==> config.mk <==
export PLATFORM = sky130hd
export DESIGN_NAME = uart_sol_trx
export DESIGN_NICKNAME = d
export VERILOG_FILES = /design/src/rtl/uart_sol_trx.sv
export SDC_FILE = /design/constraint.sdc
export NUM_CORES = 1
export LEC_CHECK = 0
export ABC_AREA = 1
export BUFFER_PORTS_ARGS = -buffer_cell sky130_fd_sc_hd__buf_2
export CAP_MARGIN = 25
export CORE_MARGIN = 1.5
export CORE_UTILIZATION = 30
export DETAILED_ROUTE_END_ITERATION = 10
export PLACE_DENSITY = 0.58
export SETUP_SLACK_MARGIN = 0.1
export SLEW_MARGIN = 20
export SYNTH_ARGS = -nofsm -noshare
export SYNTH_HDL_FRONTEND = slang
export SYNTH_SLANG_ARGS = --single-unit
==> constraint.sdc <==
create_clock -name clk -period 1.65 [get_ports clk]
set_input_delay 0.165 -clock clk [delete_from_list [all_inputs] [get_ports clk]]
set_output_delay 0.165 -clock clk [all_outputs]
set_load 0.02 [all_outputs]
==> src/rtl/uart_sol_trx.sv <==
// rtl/uart_sol_trx.sv - fixed-format 8N1 UART transceiver with independent RX and TX paths
module uart_sol_trx #(
    parameter int FREQ      = 32000000,
    parameter int BAUD_RATE = 9600
) (
    input  logic       clk,
    input  logic       rst,
    input  logic       rx_din,
    output logic       rx_valid,
    output logic [7:0] rx_data,
    input  logic       tx_en,
    input  logic [7:0] tx_data,
    output logic       tx_rdy,
    output logic       tx_dout
);

    localparam int CLKS_PER_BIT = FREQ / BAUD_RATE;
    localparam int HALF_BIT     = CLKS_PER_BIT / 2;
    localparam int CNT_W        = (CLKS_PER_BIT > 1) ? $clog2(CLKS_PER_BIT) : 1;
    localparam logic [CNT_W-1:0] BIT_LAST  = CNT_W'(CLKS_PER_BIT - 1);
    localparam logic [CNT_W-1:0] HALF_LAST = CNT_W'(HALF_BIT - 1);

    // ---------------- transmitter ----------------
    typedef enum logic [1:0] {TX_IDLE, TX_START, TX_DATA, TX_STOP} tx_state_t;

    tx_state_t        tx_state, tx_state_nxt;
    logic [CNT_W-1:0] tx_cnt;
    logic [2:0]       tx_idx;
    logic [7:0]       tx_shift;
    logic             tx_bit_done;

    assign tx_bit_done = (tx_cnt == BIT_LAST);

    always_ff @(posedge clk or negedge rst) begin
        if (!rst) tx_state <= TX_IDLE;
        else      tx_state <= tx_state_nxt;
    end

    always_comb begin
        tx_state_nxt = tx_state;
        case (tx_state)
            TX_IDLE:  if (tx_en) tx_state_nxt = TX_START;
            TX_START: if (tx_bit_done) tx_state_nxt = TX_DATA;
            TX_DATA:  if (tx_bit_done && tx_idx == 3'd7) tx_state_nxt = TX_STOP;
            TX_STOP:  if (tx_bit_done) tx_state_nxt = TX_IDLE;
            default:  tx_state_nxt = TX_IDLE;
        endcase
    end

    always_comb begin
        tx_rdy  = (tx_state == TX_IDLE);
        tx_dout = 1'b1;
        case (tx_state)
            TX_START: tx_dout = 1'b0;
            TX_DATA:  tx_dout = tx_shift[0];
            default:  tx_dout = 1'b1;
        endcase
    end

    // The byte is captured only on acceptance, so later tx_data changes cannot leak in.
    always_ff @(posedge clk or negedge rst) begin
        if (!rst) begin
            tx_cnt   <= '0;
            tx_idx   <= 3'd0;
            tx_shift <= 8'h00;
        end else if (tx_state == TX_IDLE) begin
            tx_cnt <= '0;
            tx_idx <= 3'd0;
            if (tx_en) tx_shift <= tx_data;
        end else if (tx_bit_done) begin
            tx_cnt <= '0;
            if (tx_state == TX_DATA) begin
                tx_shift <= {1'b0, tx_shift[7:1]};
                tx_idx   <= tx_idx + 3'd1;
            end
        end else begin
            tx_cnt <= tx_cnt + 1'b1;
        end
    end

    // ---------------- receiver ----------------
    typedef enum logic [2:0] {RX_IDLE, RX_START, RX_DATA, RX_STOP, RX_ERR} rx_state_t;

    rx_state_t        rx_state, rx_state_nxt;
    logic             rx_sync1, rx_sync2, rx_prev;
    logic [CNT_W-1:0] rx_cnt;
    logic [2:0]       rx_idx;
    logic [7:0]       rx_shift;
    logic             rx_bit_done, rx_half_done, rx_fall;

    assign rx_bit_done  = (rx_cnt == BIT_LAST);
    assign rx_half_done = (rx_cnt == HALF_LAST);
    assign rx_fall      = rx_prev & ~rx_sync2;

    // Synchronizer flops reset high so the idle line never looks like a start edge.
    always_ff @(posedge clk or negedge rst) begin
        if (!rst) begin
            rx_sync1 <= 1'b1;
            rx_sync2 <= 1'b1;
            rx_prev  <= 1'b1;
        end else begin
            rx_sync1 <= rx_din;
            rx_sync2 <= rx_sync1;
            rx_prev  <= rx_sync2;
        end
    end

    always_ff @(posedge clk or negedge rst) begin
        if (!rst) rx_state <= RX_IDLE;
        else      rx_state <= rx_state_nxt;
    end

    always_comb begin
        rx_state_nxt = rx_state;
        case (rx_state)
            RX_IDLE:  if (rx_fall) rx_state_nxt = RX_START;
            RX_START: if (rx_half_done) rx_state_nxt = rx_sync2 ? RX_IDLE : RX_DATA;
            RX_DATA:  if (rx_bit_done && rx_idx == 3'd7) rx_state_nxt = RX_STOP;
            RX_STOP:  if (rx_bit_done) rx_state_nxt = rx_sync2 ? RX_IDLE : RX_ERR;
            RX_ERR:   if (rx_sync2) rx_state_nxt = RX_IDLE;
            default:  rx_state_nxt = RX_IDLE;
        endcase
    end

    always_ff @(posedge clk or negedge rst) begin
        if (!rst) begin
            rx_cnt   <= '0;
            rx_idx   <= 3'd0;
            rx_shift <= 8'h00;
            rx_valid <= 1'b0;
            rx_data  <= 8'h00;
        end else begin
            rx_valid <= 1'b0;
            case (rx_state)
                RX_START: rx_cnt <= rx_half_done ? '0 : rx_cnt + 1'b1;
                RX_DATA: begin
                    if (rx_bit_done) begin
                        rx_cnt   <= '0;
                        rx_shift <= {rx_sync2, rx_shift[7:1]};
                        rx_idx   <= rx_idx + 3'd1;
                    end else begin
                        rx_cnt <= rx_cnt + 1'b1;
                    end
                end
                RX_STOP: begin
                    if (rx_bit_done) begin
                        rx_cnt <= '0;
                        if (rx_sync2) begin
                            rx_data  <= rx_shift;
                            rx_valid <= 1'b1;
                        end
                    end else begin
                        rx_cnt <= rx_cnt + 1'b1;
                    end
                end
                default: begin
                    rx_cnt <= '0;
                    rx_idx <= 3'd0;
                end
            endcase
        end
    end

endmodule

==> summary.txt <==
Hold path
  • HP Start: tx_data[7]
  • Worst hold path cell count: 3
  • Hold Path Sink: tx_shift[7]$_DFFE_PN0P_
  • Hold crit path type: in2reg

Global routing
  • Layer with the highest usage: met2
  • Initial antenna violation count: 0
  • Number of global-route vias before repair: 2431
  • Largest net degree at the start of global routing: 30
  • GR Layer Usage met1: 15.6%
  • Gr ovfl total: 0
  • First-pass GRT wire length: 10900 um
  • Total GRT Usage: 11.9%
  • Met2 usage: 18.3%
  • Met3 Use GR: 4.18%

Detailed routing
  • Vias: 2542
  • Drt wl/cell: 11.6 um
  • Vias per cell: 4.57
  • WL final: 6460 um
  • First-pass DRT Iterations: 5
  • Starting DRT DRC Count: 70
  • Remaining DRCs: 0
  • Antenna Nets Post-Route: 0

Worst setup path
  • CP top delay family: flip-flops
  • Crit Path Max Fanout: 13
  • CP max stage cell: dfrtp_2
  • Largest stage delay, worst path: 0.45 ns
  • Arrival time at the worst endpoint: 1.35 ns
  • Bufs and invs on worst path: 3
  • Crit Path Class: reg2out
  • End of the worst register-to-register path: tx_state[0]$_DFFE_PN0P_
  • Setup crit start kind: flip-flop
  • Data required, critical path: 1.48 ns
  • Flop-to-flop setup slack: 0.15 ns
  • Worst reg-to-reg path cell count: 7
  • Setup crit end kind: output port
  • CP Cell Sequence: inv_2 > ha_4 > buf_12 > buf_4
  • Reg-to-Reg Start: tx_state[1]$_DFFE_PN0P_

CTS
  • Clock Tree Buf Depth: 2
  • Worst-path clk slew: 0.08 ns
  • Clk Latency, worst-skew pair: 0.34 ns
  • CTS buffer count: 9
  • H-tree depth: 3
  • CTS tree: built
  • Clock Sinks: 63
  • Clock root cell: clkbuf_8

Floorplan
  • Initial Utilization: 31.3%
  • Row Count: 37
  • DIE WIDTH: 107 um
  • IO Pins: 23
  • Die area: 11500 um2
  • Die Height: 107 um
  • Core Area: 10400 um2

Cells and area
  • Post-Route Utilization: 39.1%
  • Fin cells: 556
  • N_diodes: 0
  • Post-layout net count: 440
  • P&R area growth vs syn: 24.8%
  • Share of layout cells above drive strength 1: 31.9%
  • Design Area, Final: 4070 um2

Synth
  • Post-synth ARST share: 100%
  • Post-Syn Area: 3260 um2
  • Mapped Cells: 367
  • Syn_nets: 392
  • Register area share after synthesis: 48.5%
  • Number of flops mapped to enable cells by yosys: 0
  • Yosys reg bits: 63
  • Mapped Avg Cell Area: 8.88 um2
  • Ys flop type: dfrtp_1
  • Yosys warning count: 0
  • Distinct cells, synth: 32

Power and ir drop
  • PnR Total Power: 0.00564 W
  • Static Leak: 1.87 nW
  • PD cells: 1390 nW/um2
  • Max VDD drop: 0.905 mV

Place
  • Post-DP HPWL: 4350 um
  • Routability cong.: 0.779
  • Placed Cells: 525
  • Placed instance area: 3550 um2
  • IO Port Bufs: 22

STA
  • Setup TNS: 0 ns
  • Slew HR: 70.7%
  • Endpoints failing setup: 0
  • Fmax: 661 MHz
  • RSZ-0062 raised after global routing: true
  • Final period utilization: 91.7%
  • Setup Skew: 0.0186 ns
  • Worst-margin pin slew: 0.439 ns
  • Final count of hold timing violations: 0
  • Slew Limit Fails: 0
  • Fin crit period: 1.51 ns

Flow run
  • Maxcap violations: 0

Status
  • Outcome: complete, no violations
[flip-flops by register name, indices dropped and copies added, names as in the netlist, 2 cells and up]
name,cells
rx_cnt,12
tx_cnt,12
rx_data,8
rx_shift,8
tx_shift,8
rx_idx,3
rx_state,3
tx_idx,3
tx_state,2
[per-stage QoR]
stage	hold WS [ns]	setup slack, ns
final	0.0659	0.136
after global placement	0.141	0.0637
after global routing	0.0680	0.0530
after detailed placement	0.142	0.0356
after CTS	0.0533	0.0677
after floorplan	-0.131	0.104
[tightest hold or removal path, stage by stage]
cell and delay, ns:
buf_2 0.09, nand2_1 0.07, o21ai_2 0.05
[layout make-up]
cell class              instances  area (um2)
clock buffers                  12         145
clock inverters                 4        55.1
fillers                      1066        6350
inverters                      44         178
multi-input cells             254        1630
flip-flops and latches         63        1580
well taps                     136         170
repair buffers                 42         303
repair inverters                1        7.51
[report_power, final]
group	switching (W)	internal [W]	leakage, nW
clock	0.000606	0.000745	0.0968
sequential	0.000213	0.00180	0.845
combinational	0.00131	0.000968	0.925
[timing repair]
| action | 4_1_cts | 5_1_grt |
|---|---|---|
| hold buffers | 2 | 0 |
| pin swaps | 1 | 11 |
| endpoints found under the setup margin | 27 | 54 |
| resized for setup | 11 | 46 |
| hold endpoints to repair | 16 | 0 |
| cloned | 2 | 1 |
| buffers inserted | 2 | 8 |
[synth_stat cells, types with 2 or more instances]
| library cell | count | area, um2 |
|---|---|---|
| nand4_1 | 8 | 50.1 |
| nor3b_1 | 5 | 37.5 |
| dfrtp_1 | 60 | 1500 |
| o21ai_2 | 23 | 201 |
| dfstp_2 | 3 | 78.8 |
| buf_6 | 4 | 45.0 |
| buf_2 | 3 | 15.0 |
| inv_2 | 5 | 18.8 |
| o21ai_0 | 7 | 35.0 |
| ha_1 | 13 | 163 |
| a31oi_1 | 2 | 12.5 |
| nand2_1 | 85 | 319 |
| nand2_2 | 3 | 18.8 |
| nand3_1 | 19 | 95.1 |
| nor2_1 | 38 | 143 |
| a21oi_1 | 5 | 25.0 |
| inv_1 | 38 | 143 |
| nor3_1 | 13 | 65.1 |
| o21ai_1 | 4 | 20.0 |
| nor3_4 | 2 | 32.5 |
| nand3_4 | 2 | 35.0 |
| mux2i_1 | 7 | 70.1 |
| nor2_2 | 4 | 25.0 |
| xor2_1 | 6 | 52.6 |
[layer usage]
layer  up-vias  wire length [um]  share of wire, %
li1       1294                 -                 -
met1      1201              2930                45
met2        38              3190                49
met3         9               259               4.0
met4         0                87               1.3
met5         -                 0                 0
[cell usage in the layout (no fill, tap or decap), types with 6 or more instances in the layout]
cell	synthesis	layout
o21ai_2	23	25
nand4_1	8	8
inv_1	38	31
nor2_1	38	37
ha_1	13	9
buf_4	0	16
clkbuf_8	0	10
mux2i_1	7	7
nand3_1	19	18
xor2_1	6	6
dfrtp_1	60	59
nand2_2	3	11
nor3_1	13	12
inv_2	5	10
buf_2	3	20
nand2_1	85	74
[logic make-up after synthesis]
kind of cell,Yosys count,synth area share (%)
flops,63,48.5
buf+inv,52,7.06
xor+xnor,6,1.61
mux,7,2.15
simple gates,182,25.9
compound gates,44,9.82
fa+ha+maj,13,4.99
[how the worst max path moves through the flow]
stage | startpoint | endpoint | slack [ns] | cells past startpoint
2_1_floorplan | tx_state[0]$_DFFE_PN0P_ | tx_shift[5]$_DFFE_PN0P_ | 0.10 | 8
3_3_place_gp | rx_cnt[0]$_DFF_PN0_ | rx_data[6]$_DFFE_PN0P_ | 0.06 | 9
3_5_place_dp | rx_cnt[0]$_DFF_PN0_ | rx_data[6]$_DFFE_PN0P_ | 0.04 | 9
4_1_cts | tx_cnt[0]$_DFF_PN0_ | tx_shift[0]$_DFFE_PN0P_ | 0.07 | 9
5_1_grt | rx_cnt[0]$_DFF_PN0_ | rx_data[6]$_DFFE_PN0P_ | 0.05 | 9
6_report | tx_state[1]$_DFFE_PN0P_ | tx_rdy | 0.14 | 4
Power figures use the tool's default switching activity.
